`src/rtl/reg_wb_arbiter.sv`:
```
// Arbitrates the ALU (req0) and load (req1) writebacks onto the single register-file write port.
// Optional macro REG_WB_ARB_RR_EN swaps fixed priority plus starvation override for round-robin arbitration.
module reg_wb_arbiter #(
  parameter int ADDR_W     = 5,
  parameter int DATA_W     = 32,
  parameter int STARVE_MAX = 4
) (
  input  logic              clk,
  input  logic              rst,
  input  logic              req0_valid,
  input  logic [ADDR_W-1:0] req0_addr,
  input  logic [DATA_W-1:0] req0_data,
  output logic              req0_ready,
  input  logic              req1_valid,
  input  logic [ADDR_W-1:0] req1_addr,
  input  logic [DATA_W-1:0] req1_data,
  output logic              req1_ready,
  output logic              rf_we,
  output logic [ADDR_W-1:0] rf_waddr,
  output logic [DATA_W-1:0] rf_wdata,
  output logic [3:0]        starve_cnt
);

  logic              both_valid;
  logic              same_addr;
  logic              prefer0;
  logic              grant0;
  logic              grant1;
  logic              handshake;
  logic [ADDR_W-1:0] win_addr;
  logic [DATA_W-1:0] win_data;

  assign both_valid = req0_valid && req1_valid;
  assign same_addr  = (req0_addr == req1_addr);

`ifdef REG_WB_ARB_RR_EN
  logic rr_ptr;

  // On contention the pointer moves to whichever side just lost.
  always_ff @(posedge clk or posedge rst) begin
    if (rst) begin
      rr_ptr <= 1'b0;
    end else if (both_valid) begin
      rr_ptr <= grant0;
    end
  end

  assign prefer0    = !rr_ptr;
  assign starve_cnt = 4'd0;
`else
  localparam logic [3:0] STARVE_LIM = 4'(STARVE_MAX);

  logic [3:0] starve_q;

  always_ff @(posedge clk or posedge rst) begin
    if (rst) begin
      starve_q <= 4'd0;
    end else if (req0_valid && !grant0) begin
      starve_q <= (starve_q == STARVE_LIM) ? STARVE_LIM : starve_q + 4'd1;
    end else begin
      starve_q <= 4'd0;
    end
  end

  assign prefer0    = (starve_q == STARVE_LIM);
  assign starve_cnt = starve_q;
`endif

  // Equal destinations always go to the load so its value lands first.
  always_comb begin
    grant0 = 1'b0;
    grant1 = 1'b0;
    if (!rst) begin
      if (both_valid) begin
        if (!same_addr && prefer0) grant0 = 1'b1;
        else                       grant1 = 1'b1;
      end else if (req0_valid) begin
        grant0 = 1'b1;
      end else if (req1_valid) begin
        grant1 = 1'b1;
      end
    end
  end

  assign req0_ready = grant0;
  assign req1_ready = grant1;
  assign handshake  = grant0 || grant1;
  assign win_addr   = grant0 ? req0_addr : req1_addr;
  assign win_data   = grant0 ? req0_data : req1_data;

  // x0 writes are accepted but leave the address/data registers untouched.
  always_ff @(posedge clk or posedge rst) begin
    if (rst) begin
      rf_we    <= 1'b0;
      rf_waddr <= '0;
      rf_wdata <= '0;
    end else begin
      rf_we <= handshake && (win_addr != '0);
      if (handshake && (win_addr != '0)) begin
        rf_waddr <= win_addr;
        rf_wdata <= win_data;
      end
    end
  end

endmodule

```
`config.mk`:
```
export PLATFORM = sky130hd
export DESIGN_NAME = reg_wb_arbiter
export DESIGN_NICKNAME = d
export VERILOG_FILES = /design/src/rtl/reg_wb_arbiter.sv
export SDC_FILE = /design/constraint.sdc
export NUM_CORES = 1
export LEC_CHECK = 0
export CORE_MARGIN = 2
export CORE_UTILIZATION = 44
export DETAILED_ROUTE_END_ITERATION = 10
export HOLD_SLACK_MARGIN = 0.05
export PLACE_DENSITY_LB_ADDON = 0.15
export RECOVER_POWER = 50
export SKIP_CTS_REPAIR_TIMING = 1
export SLEW_MARGIN = 20
export SYNTH_ARGS = -nofsm -noshare
export SYNTH_HDL_FRONTEND = slang
export SYNTH_SLANG_ARGS = --single-unit
export TNS_END_PERCENT = 100
```
`constraint.sdc`:
```
create_clock -name clk -period 4.55 [get_ports clk]
set_input_delay 0.6825 -clock clk [delete_from_list [all_inputs] [get_ports clk]]
set_output_delay 0.6825 -clock clk [all_outputs]
set_load 0.05 [all_outputs]
```
==> impl_metrics.ini, run 1 <==
[setup_path]
worst_ep_arrival_time_ns = 3.72
endpoint = rf_wdata[26]$_DFFE_PP0P_
critPathRequiredTime_ns = 4.71
rr_endpoint = rf_wdata[26]$_DFFE_PP0P_
cp_slowest_cell = sky130_fd_sc_hd__clkbuf_1
worst-r2r-cell-count = 9
cp_slowest_stage_delay_ns = 0.81
cp-startpoint = rst
cp_top_family = buffers and inverters
worst_r2r_startpoint = starve_cnt[0]$_DFF_PP0_
cp_num_cells = 7
cp_num_buf_inv = 4
worstPathMaxFanout = 21
type_of_element_capturing_the_critical_path = register
critical_path_start_type = input pin
class_of_the_most_critical_setup_path = in -> reg
ff2ff_setup_slack_ns = 1.53
crit_chain = clkdlybuf4s50_1 -> clkinv_1 -> clkbuf_1 -> o21ai_1 -> a21oi_4 -> buf_4 -> a2bb2oi_1

[yosys]
ys.warnings.count = 0
seq_area_frac_synth_pct = 42.1
synth_area_sq_um = 2500
synth_cell_types = 33
syn-num-nets = 284
syn_avg_cell_area_sq_um = 12.2
synth_seq_cells = 42
synthesis.instances = 204

[place]
globalplace.congestion = 0.739
port_buffers = 121
placement.cell_area_sq_um = 3790
dpl_worst_slack_ns = 1.11
post-dp-hpwl_microns = 4620
place_inst = 391

[route]
dr_total_vias = 2042
route.final.wire_length_microns = 5980
drt_first_iter_violations = 53
viasPerCell = 5.13
wl_per_cell_microns = 15.0
drtAntennaViolNets = 0
detailedRoute.firstPassIterationCount = 4
post-route-drc-count = 0

[grt]
via_count_of_the_first_global_routing_pass = 2058
grt_start_max_net_pins = 39
grt_use_total_pct = 19.9
grt_antenna_before_repair = 0
globalRouteOverflowTotal = 0
first_pass_grt_wire_length_microns = 9800

[worst_hold_path]
min_path_type = reg -> reg
hold_start = rf_waddr[2]$_DFFE_PP0P_

[power]
p_comb_share_pct = 41.7
power_per_cell_area_nw_per_um2 = 333
p_leak_nw = 1.74
intPower_uw = 836
net_sw_power_uw = 458
design_power_total_mw = 1.29
pwr-share-clk_pct = 22.9
seq_power_share_pct = 35.5
peakVddDrop_uv = 183
power.switching_fraction_pct = 35.4

[timing]
grt_setup_unrepaired = false
setup-tns-final_ns = 0
number_of_hold_violations_in_the_final_report = 0
layout_worst_path_cycle_share_pct = 78.2
final_period_minus_worst_setup_slack_ns = 3.56
report.final.setup_viol = 0
slew_headroom_pct = 23.1
finalClockSkew_ns = 0.00640
fmaxAchievable_mhz = 281
final-max-slew-violation-count = 0
final.hold.worst_slack_ns = 0.511
min_setup_slack_post_route_ns = 0.992
tightest_slew_ns = 1.15

[cells_and_area]
final_net_count = 406
sequential_cell_area_sq_um = 1050
multiInputGateArea_sq_um = 1340
antenna_cells_inserted = 0
postLayoutCoreUtil_pct = 70.6
stdcell_area_sq_um = 3880
num-fill-cells = 435
area.growth.synth_to_final_pct = 55.6
mostFrequentLayoutCell = sky130_fd_sc_hd__clkdlybuf4s50_1
post_route_cells_drive_above_1_share_pct = 23.3
layout_common_cells = sky130_fd_sc_hd__clkdlybuf4s50_1 (100), sky130_fd_sc_hd__dfrtp_1 (42), sky130_fd_sc_hd__mux2i_1 (35)
final_cell_count_no_fill = 398

[floorplanning]
initial_utilization_pct = 45.4
pin_count = 122
placeableCoreArea_sq_um = 5510
total_die_area_sq_um = 6290
die-width_microns = 79.3
row_count = 27
die_y_microns = 79.3

[cts]
insertion_delay_ns = 0.29
cts_max_path_buffers = 2
cts_tree = yes
cts-buffers-inserted = 5
h-tree-depth = 2
cts_root_buffer = sky130_fd_sc_hd__clkbuf_8
clock_sinks = 42
clk_transition_reported_paths_ns = 0.07

[status]
run_status = completed

[run]
cap_violations = 0
## logic make-up after synthesis
logic type                 share of synthesized area (%)
xor gates and xnor gates                            2.45
muxes                                               15.4
buffers and inverters                               4.46
and+or+nand+nor                                     12.0
adders and majority gates                           1.00
AOI/OAI and AO/OA                                   22.6
DFF                                                 42.1
## cell type report
| cell class | count | area share (%) |
|---|---|---|
| Timing Repair Buffer | 128 | 32.3 |
| Tap cell | 72 | 2.32 |
| Inverter | 9 | 0.870 |
| Multi-Input combinational cell | 140 | 34.5 |
| Sequential cell | 42 | 27.1 |
| Clock buffer | 6 | 2.13 |
| Clock inverter | 1 | 0.773 |
## state kept, by name, indices dropped and copies added, names as in the netlist
signal,count
rf_waddr,5
rf_we,1
starve_cnt,4
rf_wdata,32
## worst reg2reg max path: stages, from the launching register on
cell and delay [ns]:
sky130_fd_sc_hd__dfrtp_1 0.43, sky130_fd_sc_hd__inv_1 0.08, sky130_fd_sc_hd__ha_1 0.19, sky130_fd_sc_hd__nand3b_4 0.12, sky130_fd_sc_hd__a211oi_4 0.39, sky130_fd_sc_hd__o21ai_0 0.22
sky130_fd_sc_hd__buf_4 0.35, sky130_fd_sc_hd__a221oi_4 0.63, sky130_fd_sc_hd__buf_4 0.36, sky130_fd_sc_hd__a2bb2oi_1 0.18
## how the worst min path moves through the flow
stage	depth (start not counted)	to	slack, ns
after floorplan	2	rf_waddr[1]$_DFFE_PP0P_	0.75
after CTS	1	rf_waddr[2]$_DFFE_PP0P_	0.51
after detailed placement	1	rf_waddr[2]$_DFFE_PP0P_	0.50
after global placement	1	rf_waddr[2]$_DFFE_PP0P_	0.48
after global routing	1	rf_wdata[11]$_DFFE_PP0P_	0.55
final	1	rf_waddr[2]$_DFFE_PP0P_	0.51
## power by group through the flow
stage                     clock network, mW  logic, mW  registers (mW)
after floorplan                           0      0.167           0.647
after global placement                    0      0.550           0.467
after detailed placement                  0      0.555           0.468
after CTS                             0.303      0.556           0.461
after global routing                  0.321      0.567           0.466
final                                 0.296      0.539           0.459
## per-layer routing
metal | share of wire (%) | GRT usage [%] | wire (microns)
met5 | 0 | 0 | 0
met4 | 1.1 | 4.66 | 65
met3 | 6.3 | 6.36 | 377
met2 | 49 | 34.2 | 2960
met1 | 43 | 24.3 | 2580
## Yosys cell counts, drive strengths merged
library cell   n  area share, %
nand2          2           0.30
xnor2          6            2.1
inv            9            1.4
nor4           2           0.50
a221oi         1            1.1
a2bb2oi       32             17
and3b          1           0.35
mux2i         35             14
o21ai          3           0.75
mux2           3            1.4
xor2           1           0.35
buf            8            2.4
nand3b         1           0.80
clkbuf         5           0.75
ha             2            1.0
o22ai          2           0.50
a211oi         2            1.1
o311a          1           0.40
and3           1           0.25
nor2b          1           0.25
a21oi          1           0.35
a21o           1           0.30
o2bb2ai        2           0.70
or2           33            8.3
nand3          4           0.80
nor2           3           0.45
dfrtp         42             42
Power figures use the tool's default switching activity.
==> inputs of run 2 (changes only) <==
--- a/config.mk
+++ b/config.mk
@@ -6,7 +6,7 @@
 export NUM_CORES = 1
 export LEC_CHECK = 0
 export CORE_MARGIN = 2
-export CORE_UTILIZATION = 44
+export CORE_UTILIZATION = 41
 export DETAILED_ROUTE_END_ITERATION = 10
 export HOLD_SLACK_MARGIN = 0.05
 export PLACE_DENSITY_LB_ADDON = 0.15
==> constraint.sdc (replaced) <==
create_clock -name clk -period 3.3 [get_ports clk]
set_input_delay 0.495 -clock clk [delete_from_list [all_inputs] [get_ports clk]]
set_output_delay 0.495 -clock clk [all_outputs]
set_load 0.05 [all_outputs]
==> run 2 against run 1 <==
- critical path depth down 2
- cell area rose by 1.1%
- clock skew is 0.0015 ns lower
- clock-buffer cell count shrank 1
- hold slack worse by 0.00084 ns
- clock power rose by 40%
- core utilization is 4.2 points lower
- wire length rose by 4.2%
- first-iteration DRC count is 9.4% lower
- via count fell by 0.88%
- combinational power rose by 39%
- setup slack got worse by 0.53 ns
- critical path type is now in -> out
- largest power group unchanged
==> impl_metrics.ini, run 2 (synthesized netlist as in run 1, its figures left out) <==
[status]
run_status = completed

[grt]
grt_antenna_before_repair = 0
first_pass_grt_wire_length_microns = 9740
grt_start_max_net_pins = 44
via_count_of_the_first_global_routing_pass = 2002
grt_use_total_pct = 18.9
globalRouteOverflowTotal = 0

[timing]
tightest_slew_ns = 1.06
number_of_hold_violations_in_the_final_report = 0
layout_worst_path_cycle_share_pct = 86.1
report.final.setup_viol = 0
grt_setup_unrepaired = false
fmaxAchievable_mhz = 352
finalClockSkew_ns = 0.00488
final_period_minus_worst_setup_slack_ns = 2.84
slew_headroom_pct = 29.3
final-max-slew-violation-count = 0
setup-tns-final_ns = 0

[route]
viasPerCell = 5.01
wl_per_cell_microns = 15.4
route.final.wire_length_microns = 6230
dr_total_vias = 2024
post-route-drc-count = 0
drt_first_iter_violations = 48
detailedRoute.firstPassIterationCount = 4
drtAntennaViolNets = 0

[setup_path]
type_of_element_capturing_the_critical_path = primary output
worst_ep_arrival_time_ns = 2.35
critPathRequiredTime_ns = 2.80
class_of_the_most_critical_setup_path = in -> out
worstPathMaxFanout = 43
critical_path_start_type = input pin

[power]
peakVddDrop_uv = 241
power_per_cell_area_nw_per_um2 = 456
p_comb_share_pct = 41.7
intPower_mw = 1.14
power.switching_fraction_pct = 36.5
net_sw_power_uw = 655
seq_power_share_pct = 35.3
pwr-share-clk_pct = 23.0
design_power_total_mw = 1.79
p_leak_nw = 1.76

[place]
post-dp-hpwl_microns = 4680
port_buffers = 121
globalplace.congestion = 0.712
place_inst = 396

[cts]
cts_max_path_buffers = 2
insertion_delay_ns = 0.29
clk_transition_reported_paths_ns = 0.09
h-tree-depth = 2
cts_root_buffer = sky130_fd_sc_hd__clkbuf_8
cts_tree = yes
cts-buffers-inserted = 5
clock_sinks = 42

[cells_and_area]
mostFrequentLayoutCell = sky130_fd_sc_hd__clkdlybuf4s50_1
area.growth.synth_to_final_pct = 57.3
post_route_cells_drive_above_1_share_pct = 25.5
largest_register_ffs = 32
final_net_count = 408
num-fill-cells = 483
antenna_cells_inserted = 0
layout_common_cells = sky130_fd_sc_hd__clkdlybuf4s50_1 (97), sky130_fd_sc_hd__dfrtp_1 (42), sky130_fd_sc_hd__mux2i_1 (35)
final_cell_count_no_fill = 404
regMostFlops = rf_wdata
postLayoutCoreUtil_pct = 66.4

[run]
cap_violations = 0

[floorplanning]
die-width_microns = 82.0
pin_count = 122
initial_utilization_pct = 42.2
die_y_microns = 82.0
placeableCoreArea_sq_um = 5920
row_count = 28
total_die_area_sq_um = 6730

[worst_hold_path]
min_path_type = reg -> reg
run 2: cell count changes in the layout (fill, tap and decap cells not counted), sizes merged:
| cell | before | now |
|---|---|---|
| buf | 5 | 10 |
| clkbuf | 8 | 6 |
| clkdlybuf4s50 | 100 | 97 |
| clkinvlp | 0 | 2 |
| dlygate4sd3 | 21 | 22 |
run 2: stage by stage:
| step | instance area (sq um) | hold WS, ns | setup slack [ns] |
|---|---|---|---|
| floorplan | 2500 | 0.639 | 0.478 |
| global placement | 3820 | 0.488 | 0.424 |
| detailed placement | 3820 | 0.493 | 0.324 |
| CTS | 3930 | 0.515 | 0.513 |
| global route | 3930 | 0.542 | 0.243 |
| finish | 3930 | 0.510 | 0.459 |
run 2: area by class of cell:
type	instances	area (sq um)	share of cell area, %
sequential	42	1050	26.8
inverter	9	33.8	0.860
multi-input combinational	140	1350	34.4
timing repair buffer	130	1280	32.7
clock buffer	5	68.8	1.75
tap	75	93.8	2.39
clock inverter	3	45.0	1.15
run 2: worst paths after layout:
kind | cells past startpoint | start | endpoint | slack, ns
setup / recovery | 5 | rst | req1_ready | 0.46
hold / removal | 1 | rf_waddr[2]$_DFFE_PP0P_ | rf_waddr[2]$_DFFE_PP0P_ | 0.51
setup reg to reg | 8 | starve_cnt[0]$_DFF_PP0_ | rf_wdata[27]$_DFFE_PP0P_ | 0.81
hold reg to reg | 1 | rf_waddr[2]$_DFFE_PP0P_ | rf_waddr[2]$_DFFE_PP0P_ | 0.51
max in group asynchronous | 3 | rst | rf_wdata[5]$_DFFE_PP0P_ | 1.72
min in group asynchronous | 3 | rst | starve_cnt[2]$_DFF_PP0_ | 0.93
run 2: layer usage:
layer / track usage [%] / part of all wire, % / vias up
met2: 32.6 / 50 / 68
met3: 6.15 / 7.7 / 5
met1: 23.1 / 42 / 965
met5: 0 / 0 / -
met4: 4.00 / 0.67 / 0
li1: - / - / 986
run 2: critical path, stage by stage:
cell and delay, ns:
sky130_fd_sc_hd__clkdlybuf4s50_1 0.46, sky130_fd_sc_hd__clkinv_1 0.08, sky130_fd_sc_hd__clkbuf_2 0.79, sky130_fd_sc_hd__o311a_1 0.36, sky130_fd_sc_hd__buf_12 0.15
run 2: power by group through the flow:
stage	Clock (mW)	Combinational, mW	Sequential, mW
after global routing	0.453	0.785	0.644
after CTS	0.424	0.771	0.635
after floorplan	0	0.230	0.892
final	0.413	0.747	0.633
after global placement	0	0.762	0.642
after detailed placement	0	0.770	0.644
==> inputs of run 3 (changes only) <==
--- a/config.mk
+++ b/config.mk
@@ -6,8 +6,9 @@
 export NUM_CORES = 1
 export LEC_CHECK = 0
 export CORE_MARGIN = 2
-export CORE_UTILIZATION = 41
+export CORE_UTILIZATION = 51
 export DETAILED_ROUTE_END_ITERATION = 10
+export DONT_BUFFER_PORTS = 1
 export HOLD_SLACK_MARGIN = 0.05
 export PLACE_DENSITY_LB_ADDON = 0.15
 export RECOVER_POWER = 50
==> run 3 against run 2 <==
- clock-buffer cell count up 1
- clock power is 4% lower
- die area shrank 19%
- combinational power shrank 65%
- setup slack got worse by 0.17 ns
- non-clock buffer count is 123 lower
- final cell count shrank 32%
- via count decreased by 20%
- critical path depth unchanged
- sequential cell count is the same
- critical endpoint is now req0_ready
==> impl_metrics.ini, run 3 (synthesized netlist as in run 1, its figures left out) <==
[timing]
fmaxAchievable_mhz = 333
tightest_slew_ns = 1.16
finalClockSkew_ns = 0.00795
report.final.setup_viol = 0
final-max-slew-violation-count = 0
number_of_hold_violations_in_the_final_report = 0
grt_setup_unrepaired = false
slew_headroom_pct = 22.6
layout_worst_path_cycle_share_pct = 91.1
final_period_minus_worst_setup_slack_ns = 3.01
setup-tns-final_ns = 0
final.hold.worst_slack_ns = 0.138

[setup_path]
type_of_element_capturing_the_critical_path = primary output
class_of_the_most_critical_setup_path = reg -> out
worst_r2r_startpoint = starve_cnt[2]$_DFF_PP0_
rr_endpoint = rf_wdata[23]$_DFFE_PP0P_
critical_path_start_type = register
worst_ep_arrival_time_ns = 2.51
critPathRequiredTime_ns = 2.80
worstPathMaxFanout = 21
worst-r2r-cell-count = 7
ff2ff_setup_slack_ns = 0.49

[cells_and_area]
num-fill-cells = 404
layout_common_cells = sky130_fd_sc_hd__dfrtp_1 (42), sky130_fd_sc_hd__mux2i_1 (35), sky130_fd_sc_hd__or2_2 (33)
final_net_count = 285
regMostFlops = rf_wdata
mostFrequentLayoutCell = sky130_fd_sc_hd__dfrtp_1
stdcell_area_sq_um = 2680
final_cell_count_no_fill = 273
post_route_cells_drive_above_1_share_pct = 37.4
area.growth.synth_to_final_pct = 7.16
largest_register_ffs = 32
antenna_cells_inserted = 0

[floorplanning]
row_count = 25
pin_count = 122
initial_utilization_pct = 52.9
die_y_microns = 74.0
placeableCoreArea_sq_um = 4720
die-width_microns = 74.0
total_die_area_sq_um = 5470

[route]
wl_per_cell_microns = 18.9
drtAntennaViolNets = 0
detailedRoute.firstPassIterationCount = 4
viasPerCell = 5.93
dr_total_vias = 1619
post-route-drc-count = 0
route.final.wire_length_microns = 5150
drt_first_iter_violations = 96

[place]
placement.cell_area_sq_um = 2570
globalplace.congestion = 0.762
port_buffers = 0
place_inst = 265
post-dp-hpwl_microns = 4030

[power]
p_comb_share_pct = 16.9
net_sw_power_uw = 602
intPower_uw = 950
design_power_total_mw = 1.55
peakVddDrop_uv = 303
seq_power_share_pct = 57.6
pwr-share-clk_pct = 25.4
power_per_cell_area_nw_per_um2 = 580
power.switching_fraction_pct = 38.8
p_leak_nw = 1.26

[cts]
cts_max_path_buffers = 2
clk_transition_reported_paths_ns = 0.08
cts_root_buffer = sky130_fd_sc_hd__clkbuf_8
cts_tree = yes
h-tree-depth = 2
cts-buffers-inserted = 5
clock_sinks = 42
insertion_delay_ns = 0.29

[grt]
via_count_of_the_first_global_routing_pass = 1708
globalRouteOverflowTotal = 0
grt_antenna_before_repair = 0
first_pass_grt_wire_length_microns = 7830
grt_use_total_pct = 18.7
grt_start_max_net_pins = 35

[run]
cap_violations = 0

[status]
run_status = completed

[worst_hold_path]
min_path_type = in -> async
==> run 3: cell count changes in the layout (fill, tap and decap cells not counted) <==
cell                              previous run  this run
sky130_fd_sc_hd__clkdlybuf4s50_1            97         0
sky130_fd_sc_hd__dlygate4sd3_1              22         0
sky130_fd_sc_hd__buf_4                       9         5
sky130_fd_sc_hd__clkbuf_1                    0         3
sky130_fd_sc_hd__clkbuf_2                    1         0
sky130_fd_sc_hd__buf_12                      1         0
sky130_fd_sc_hd__clkinvlp_4                  2         1
==> run 3: layout make-up <==
type                       instances  area (sq um)  area share [%]
clock buffer                       6          72.6            2.71
timing repair buffer               7          45.0            1.68
multi-input combinational        140          1350            50.5
clock inverter                     2          37.5            1.40
tap                               67          83.8            3.13
sequential                        42          1050            39.3
inverter                           9          33.8            1.26
==> run 3: metal layers <==
metal / routed length [microns] / vias up / GRT usage [%] / part of all wire [%]
li1: - / 732 / - / -
met1: 2030 / 785 / 22.3 / 39
met5: 0 / - / 0 / 0
met3: 500 / 11 / 6.78 / 9.7
met4: 104 / 0 / 6.26 / 2.0
met2: 2520 / 91 / 31.5 / 49
==> run 3: through the flow <==
stage	worst slack (ns)	utilization, %
3_5_place_dp	0.559	54.5
3_3_place_gp	0.693	54.5
5_1_grt	0.157	56.7
2_1_floorplan	0.478	-
6_report	0.292	56.7
4_1_cts	0.363	56.8
==> run 3: worst max-delay path by stage <==
stage                                        from                       end  slack, ns  cells past startpoint
after floorplan                               rst   rf_wdata[0]$_DFFE_PP0P_       0.48                      5
after global placement    starve_cnt[0]$_DFF_PP0_  rf_wdata[26]$_DFFE_PP0P_       0.69                      8
after detailed placement  starve_cnt[0]$_DFF_PP0_  rf_wdata[24]$_DFFE_PP0P_       0.56                      8
after CTS                 starve_cnt[0]$_DFF_PP0_                req0_ready       0.36                      6
after global routing      starve_cnt[2]$_DFF_PP0_                req0_ready       0.16                      5
final                     starve_cnt[2]$_DFF_PP0_                req0_ready       0.29                      5
==> run 3: power by group through the flow <==
stage	clock network [mW]	registers, mW	logic [mW]
6_report	0.395	0.895	0.263
5_1_grt	0.430	0.904	0.287
4_1_cts	0.410	0.896	0.270
3_5_place_dp	0	0.907	0.270
3_3_place_gp	0	0.904	0.258
2_1_floorplan	0	0.892	0.230
==> run 3: critical path: stages (launching register included) <==
cell	delay, ns
sky130_fd_sc_hd__dfrtp_1	0.33
sky130_fd_sc_hd__clkbuf_1	0.62
sky130_fd_sc_hd__nand3b_4	0.19
sky130_fd_sc_hd__a211oi_4	0.45
sky130_fd_sc_hd__o21ai_4	0.32
sky130_fd_sc_hd__inv_2	0.32
